### src/rtl/counter7_pkg.sv
`default_nettype none
// +-----------------------------------------------------------------------+
// | Module   : counter7_pkg                                               |
// | Purpose  : Shared constants and count type for the mod-7 arbitrated   |
// |            counter (counter7_arb, mod7_step).                         |
// | Revision : 1.0 - initial release                                      |
// +-----------------------------------------------------------------------+
package counter7_pkg;

  // 3-bit count; only 0..6 are legal values on the output
  typedef logic [2:0] count_t;

  localparam count_t MOD7_MAX = 3'd6;  // highest legal count
  localparam count_t Y_THRESH = 3'd3;  // y is high at or above this count
  localparam logic   DIR_UP   = 1'b0;  // dir bit value for an up step
  localparam logic   DIR_DOWN = 1'b1;  // dir bit value for a down step

endpackage : counter7_pkg
`default_nettype wire

### src/rtl/mod7_step.sv
`default_nettype none
// +-----------------------------------------------------------------------+
// | Module   : mod7_step                                                  |
// | Purpose  : Combinational next-count for one up/down step, mod 7.      |
// |            boundary flags a step that crosses (wrap build) or hits    |
// |            (saturate build) the 6/0 limit.                            |
// | Config   : COUNTER7_ARB_SAT_EN defined -> saturate at 0 and 6,        |
// |            undefined -> wrap 6->0 / 0->6.                             |
// | Revision : 1.0 - initial release                                      |
// +-----------------------------------------------------------------------+
module mod7_step
  import counter7_pkg::*;
(
  input  count_t q,
  input  logic   dir,
  output count_t next_q,
  output logic   boundary
);

`ifdef COUNTER7_ARB_SAT_EN
  localparam bit c_SAT_EN = 1'b1;
`else
  localparam bit c_SAT_EN = 1'b0;
`endif

  // an illegal 7 is treated as 0 so a corrupted count can never propagate
  count_t w_q;

  // step the (normalised) count one position in the requested direction
  always_comb begin
    w_q      = (q > MOD7_MAX) ? '0 : q;
    next_q   = w_q;
    boundary = 1'b0;
    if (dir == DIR_UP) begin
      if (w_q == MOD7_MAX) begin
        boundary = 1'b1;
        next_q   = c_SAT_EN ? MOD7_MAX : '0;
      end else begin
        next_q = w_q + 3'd1;
      end
    end else begin
      if (w_q == '0) begin
        boundary = 1'b1;
        next_q   = c_SAT_EN ? '0 : MOD7_MAX;
      end else begin
        next_q = w_q - 3'd1;
      end
    end
  end

endmodule : mod7_step
`default_nettype wire

### src/rtl/counter7_arb.sv
`default_nettype none
// +-----------------------------------------------------------------------+
// | Module   : counter7_arb                                               |
// | Purpose  : Two requesters share one mod-7 up/down counter. Requests   |
// |            are arbitrated round-robin; the winner's step is applied   |
// |            at the same edge that registers its one-cycle grant, so    |
// |            gnt, q and wrap all change together one cycle after the    |
// |            request is presented.                                      |
// | Config   : COUNTER7_ARB_SAT_EN (see mod7_step) selects saturating     |
// |            instead of wrapping steps.                                 |
// | Revision : 1.0 - initial release                                      |
// +-----------------------------------------------------------------------+
module counter7_arb
  import counter7_pkg::*;
(
  input  logic       clk,
  input  logic       rst,
  input  logic       clr,
  input  logic [1:0] req,
  input  logic [1:0] dir,
  output logic [1:0] gnt,
  output logic [2:0] q,
  output logic       y,
  output logic       wrap
);

  count_t     r_q;
  logic [1:0] r_gnt;
  logic       r_wrap;
  logic       r_ptr;       // requester that wins the next contention

  logic       w_win_vld;
  logic       w_win;
  logic       w_dir;
  count_t     w_next_q;
  count_t     w_q_hold;
  logic       w_boundary;

  // pick at most one requester; ties go to the round-robin pointer
  always_comb begin
    w_win_vld = 1'b0;
    w_win     = 1'b0;
    case (req)
      2'b01: begin w_win_vld = 1'b1; w_win = 1'b0;  end
      2'b10: begin w_win_vld = 1'b1; w_win = 1'b1;  end
      2'b11: begin w_win_vld = 1'b1; w_win = r_ptr; end
      default: begin w_win_vld = 1'b0; w_win = 1'b0; end
    endcase
  end

  assign w_dir    = dir[w_win];
  // idle cycles hold the count, but still scrub an illegal 7 back to 0
  assign w_q_hold = (r_q > MOD7_MAX) ? '0 : r_q;

  mod7_step u_step (
    .q        (r_q),
    .dir      (w_dir),
    .next_q   (w_next_q),
    .boundary (w_boundary)
  );

  // count, grant and pointer registers; clear drops the request but keeps the pointer
  always_ff @(posedge clk) begin
    if (rst) begin
      r_q    <= '0;
      r_gnt  <= 2'b00;
      r_wrap <= 1'b0;
      r_ptr  <= 1'b0;
    end else if (clr) begin
      r_q    <= '0;
      r_gnt  <= 2'b00;
      r_wrap <= 1'b0;
    end else if (w_win_vld) begin
      r_q    <= w_next_q;
      r_gnt  <= w_win ? 2'b10 : 2'b01;
      r_wrap <= w_boundary;
      r_ptr  <= ~w_win;
    end else begin
      r_q    <= w_q_hold;
      r_gnt  <= 2'b00;
      r_wrap <= 1'b0;
    end
  end

  assign q    = r_q;
  assign gnt  = r_gnt;
  assign wrap = r_wrap;
  assign y    = (r_q >= Y_THRESH);

endmodule : counter7_arb
`default_nettype wire

### config.mk
export PLATFORM = sky130hd
export DESIGN_NAME = counter7_arb
export DESIGN_NICKNAME = d
export VERILOG_FILES = /design/src/rtl/counter7_pkg.sv /design/src/rtl/mod7_step.sv /design/src/rtl/counter7_arb.sv
export SDC_FILE = /design/constraint.sdc
export NUM_CORES = 1
export LEC_CHECK = 0
export ABC_CLOCK_PERIOD_IN_PS = 2800
export BUFFER_PORTS_ARGS = -buffer_cell sky130_fd_sc_hd__buf_4
export CORE_AREA = 3 3 40 42
export DETAILED_ROUTE_END_ITERATION = 10
export DIE_AREA = 0 0 43 45
export MAX_ROUTING_LAYER = met4
export SETUP_SLACK_MARGIN = 0.2
export SYNTH_ARGS = -nofsm -noshare
export SYNTH_HDL_FRONTEND = slang
export SYNTH_SLANG_ARGS = --single-unit
### constraint.sdc
create_clock -name clk -period 2.8 [get_ports clk]
set_input_delay 0.28 -clock clk [delete_from_list [all_inputs] [get_ports clk]]
set_output_delay 0.28 -clock clk [all_outputs]
set_load 0.01 [all_outputs]
Yosys cells after proc, flatten, opt, wreduce, memory -nomap -nowiden --
Cells that the tools add are included.
Cells by class: eq/ne operators 4, magnitude comparators 3, multipliers 0, reduce and logical (&&, ||, !) cells 5, multiplexer cells 13, divide/modulo/power cells 0, bitwise logic cells 3, add/subtract/negate cells 2, shift-type cells 0
Operators with widths (number):
- two-way mux 3 bit | 5
- two-way mux 1 bit | 6
- OR reduction 3 bit | 2
- == test 2 bit (second input constant) | 2
- adder 3 x 1 -> 3 bit (second input constant) | 1
- == test 3 bit (second input constant) | 1
- greater-or-equal comparator 3 x 2 -> 1 bit (second input constant) | 1
- > comparator 3 bit (second input constant) | 1
- logical NOT 3 bit | 1
- NOT 1 bit | 3
- subtractor 3 x 1 -> 3 bit (second input constant) | 1
- == test 2 x 1 -> 1 bit (second input constant) | 1
- < comparator 1 x 2 -> 1 bit (second input constant) | 1
- two-way mux 2 bit | 1
- case mux 1 bit (2 select lines) | 1
- AND reduction 2 bit | 1
- OR reduction 2 bit | 1
Word-level totals: output and inout port bits 7, memory bits (read-only) 0, latch bits 0, logic and storage cells 34, input bits 7, memories 0, register bits after elaboration 7, RAM bits 0

Longest topological paths before layout --
depth after elaboration 6, depth in mapped cells 8

Modules after synthesis --
Synthesis repeated with hierarchy kept, for this count alone.
Second synthesis, totals: cells, all modules 52, area total of the unflattened synthesis 470.5 µm²
By module, submodules not included:
- counter7_arb | sequential area each 140.1 µm², instances 1, cells each 26, area an instance 281.5 µm²
- mod7_step | sequential area each 0.0 µm², instances 1, cells each 26, area an instance 188.9 µm²

Worst setup path after synthesis --
OpenSTA, ideal clock, no wires.
kind flip-flop to flip-flop, start register r_q[0] (netlist: q[0]), end register r_q[1] (netlist: q[1]), path slack 0.996 ns, cell stages (with the launch flop) 8, arrival time 1.717 ns, period minus slack after synthesis 1.804 ns, data required time 2.713 ns, path through dfxtp_1 a21boi_1 inv_1 ha_1 xnor2_1 a21oi_1 and3_2 o31ai_1
Between the ends: word-level cells in the longest chain between the ends 6, elaborated cells between the ends (all ways) 10, classes of those cells add/sub (2); order compare (1); eq/ne (1); mux (5); reduce/logical (1)
Ends and longest elaborated chain:
- start, declared | RTL line counter7_arb.sv:27 | count_t r_q;
- start signal, assigned | RTL line counter7_arb.sv:74 | r_q <= w_next_q;
- start signal, assigned | RTL line counter7_arb.sv:79 | r_q <= w_q_hold;
- > comparator 3 bit | RTL line mod7_step.sv:31, counter7_arb.sv:53
- two-way mux 3 bit * | RTL line mod7_step.sv:31 | w_q = (q > MOD7_MAX) ? '0 : q;
- adder 3 x 1 -> 3 bit, or another cell as far along | RTL line mod7_step.sv:39 | next_q = w_q + 3'd1;
- two-way mux 3 bit, on equally long branches | RTL line mod7_step.sv:35, mod7_step.sv:42
- two-way mux 3 bit | RTL line mod7_step.sv:34 | if (dir == DIR_UP) begin
- two-way mux 3 bit * | RTL line counter7_arb.sv:73 | end else if (w_win_vld) begin
Mark *: on every way between the ends. The rest lies on a longest branch, timed or not. A chain may end at the register's enable or synchronous reset.

Worst setup path after layout --
Same ends and word-level chain as after synthesis.

==> flow_metrics.tcl <==
set metrics [dict create \
    status "finished, final reports clean" \
    place_inst 89 \
    boundaryPins 14 \
    syn_area_um2 494 \
    n_antenna_cell 0 \
    antenna_found_initial 0 \
    cts_buffers 3 \
    start_util_pct 38.5 \
    via_per_inst 5.22 \
    dr.first_iter.drc_count 9 \
    endpoint_kind "flip-flop" \
    path_class "reg2reg" \
    routedWlPerCell_um 11.4 \
    syn_nets 72 \
    dp_hpwl_um 805 \
    period_share_pct 72.1 \
    h-tree-depth 1 \
    dieArea_mm2 0.00194 \
    die_x_um 43 \
    power_density_mw_per_mm2 437 \
    path_cells "a21boi_1, inv_1, ha_1, xnor2_1, a21oi_1, and3_2, o31ai_1" \
    post-route-drc-count 0 \
    placementRows 13 \
    drive_gt1_share_pct 32.1 \
    synth-seq-area-share_pct 28.4 \
    core_area_mm2 0.00128 \
    max_stage_delay_ns 0.48 \
    grt_pass1_wl_mm 1.76 \
    worstMarginPinSlew_ns 0.382 \
    relSlewSlack_pct 74.5 \
    cp-start-kind "flip-flop" \
    crit_fanout 9 \
    clock_sinks 7 \
    grt_max_degree 11 \
    maxSlewViolCount 0 \
    ys_ff_latch 7 \
    place_ws_ns 0.804 \
    gp_congestion 0.802 \
    ctsResizeCount 0 \
    cts_tree "done" \
    ys_warn_count 0 \
    postCtsSetupBuffers 0 \
    drv_cap 0 \
    avgSynthCellArea_um2 7.97 \
    tns_ns 0 \
    detail-route-antenna-nets 0 \
    wirelength_mm 1.06 \
    drtPass1Iterations 4 \
    final-hold-violation-count 0 \
    die_h_um 45 \
    nets 89 \
    setup_viol 0 \
    final.setup_skew_ns 0.000691 \
    finalCriticalPeriod_ns 2.02 \
    crit_path_top_delay_cell "dfxtp_1" \
    grt.total_usage_pct 13.6 \
    clock_path_buffers 2 \
    syn2layout_area_growth_pct 26.8 \
    rsz0062_at_grt "no" \
    hold_buffers 0 \
    yosys.cell_types.count 29 \
    fmax_mhz 496 \
    root_buffer "clkbuf_4" \
    vdd_drop_max_mv 0.171 \
    overflow 0 \
    hold_class "in2reg" \
    final_cells 93 \
    io_buffers 13 \
    setup_slack_ns 0.782 \
    grt_pass1_vias 401 \
    cp.required_ns 2.97 \
    clk_pin_slew_ns 0.06 \
    syn_inst 62 \
    regToRegSetupSlack_ns 0.78 \
    leakagePower_uw 0.000285 \
    cp.arrival_ns 2.18 \
    clock_latency_ns 0.26 \
    vias 485 \
]
## kinds of logic (layout without fill, tap and decap cells)
kind of cell | after synthesis | count (layout) | share of synthesized area (%)
XOR/XNOR | 1 | 1 | 1.77
multiplexers | 1 | 1 | 2.28
flip-flops | 7 | 7 | 28.4
buffers and inverters | 4 | 20 | 4.56
adder cells (fa/ha/maj) | 3 | 3 | 7.60
AND/OR/NAND/NOR | 35 | 35 | 36.2
AO/OA/AOI/OAI | 11 | 11 | 19.2
## power by group
| part | total [uW] | internal, uW | switching (uW) |
|---|---|---|---|
| Combinational | 66.2 | 34.2 | 32.1 |
| Clock | 94.2 | 52.4 | 41.8 |
| Sequential | 113 | 105 | 8.01 |
## layer usage
| layer | wire, um | global-route usage, % |
|---|---|---|
| met1 | 505 | 16.9 |
| met2 | 438 | 16.8 |
| met3 | 74 | 4.78 |
| met4 | 43 | 12.7 |
| met5 | 0 | - |
## Yosys cell counts
| master | n | area, um^2 |
|---|---|---|
| and2_2 | 1 | 7.51 |
| nand4_1 | 2 | 12.5 |
| o31ai_1 | 1 | 7.51 |
| a21boi_1 | 1 | 7.51 |
| nand2b_1 | 2 | 12.5 |
| or2_2 | 1 | 6.26 |
| mux2_2 | 1 | 11.3 |
| ha_1 | 3 | 37.5 |
| or3_2 | 1 | 7.51 |
| a21boi_2 | 1 | 11.3 |
| a21oi_1 | 3 | 15.0 |
| a2111o_1 | 1 | 11.3 |
| nor2b_1 | 1 | 6.26 |
| and3_2 | 2 | 15.0 |
| xnor2_1 | 1 | 8.76 |
| o211a_1 | 1 | 10.0 |
| inv_1 | 3 | 11.3 |
| buf_6 | 1 | 11.3 |
| nor2_1 | 5 | 18.8 |
| nor4_1 | 1 | 6.26 |
| and3_1 | 1 | 6.26 |
| dfxtp_1 | 7 | 140 |
| o311ai_0 | 1 | 8.76 |
| nand3_1 | 5 | 25.0 |
| nor3_1 | 3 | 15.0 |
| and2_1 | 1 | 6.26 |
| a21bo_4 | 1 | 16.3 |
| nand2_1 | 9 | 33.8 |
| o211ai_1 | 1 | 7.51 |
## layout make-up
cell class | count | area [um^2]
fillers | 118 | 658
repair buffers | 13 | 97.6
flip-flops and latches | 7 | 140
inverters | 3 | 11.3
multi-input cells | 51 | 332
clock buffers | 3 | 22.5
well taps | 15 | 18.8
clock inverters | 1 | 5.00
## final timing paths
| check | start | to | depth (start not counted) |
|---|---|---|---|
| setup / recovery | q[0] | q[1] | 7 |
| setup reg to reg | q[0] | q[1] | 7 |
| hold / removal | rst | r_ptr | 2 |
| hold reg to reg | r_ptr | r_ptr | 2 |
## critical path, delay by kind of cell, from the launching register on
kind	cells	cell delay, ns
flops	1	0.48
xor+xnor	1	0.16
compound gates	3	0.69
fa+ha+maj	1	0.26
simple gates	1	0.22
buf+inv	1	0.11
## through the flow
stage | power (uW) | instance area (um^2) | utilization [%] | hold slack (ns)
after global routing | 293 | 627 | 48.8 | 0.212
after CTS | 277 | 627 | 48.8 | 0.209
after floorplan | 157 | 494 | - | 0.359
final | 274 | 627 | 48.8 | 0.221
after global placement | 182 | 599 | 46.6 | 0.489
after detailed placement | 182 | 599 | 46.6 | 0.489
## cell usage in the layout (no fill, tap or decap), types with 2 or more instances in the layout
master / instances
nand2b_1: 2
ha_1: 3
nor2_1: 5
nand4_1: 2
inv_1: 3
dfxtp_1: 7
and3_2: 2
a21oi_1: 3
clkbuf_4: 3
nor3_1: 3
buf_4: 13
nand2_1: 9
nand3_1: 5
## sequential cells by signal, summed over array words and instances (netlist names)
register,cells
r_ptr,1
wrap,1
q,3
gnt,2
(Power assumes the default switching activity.)
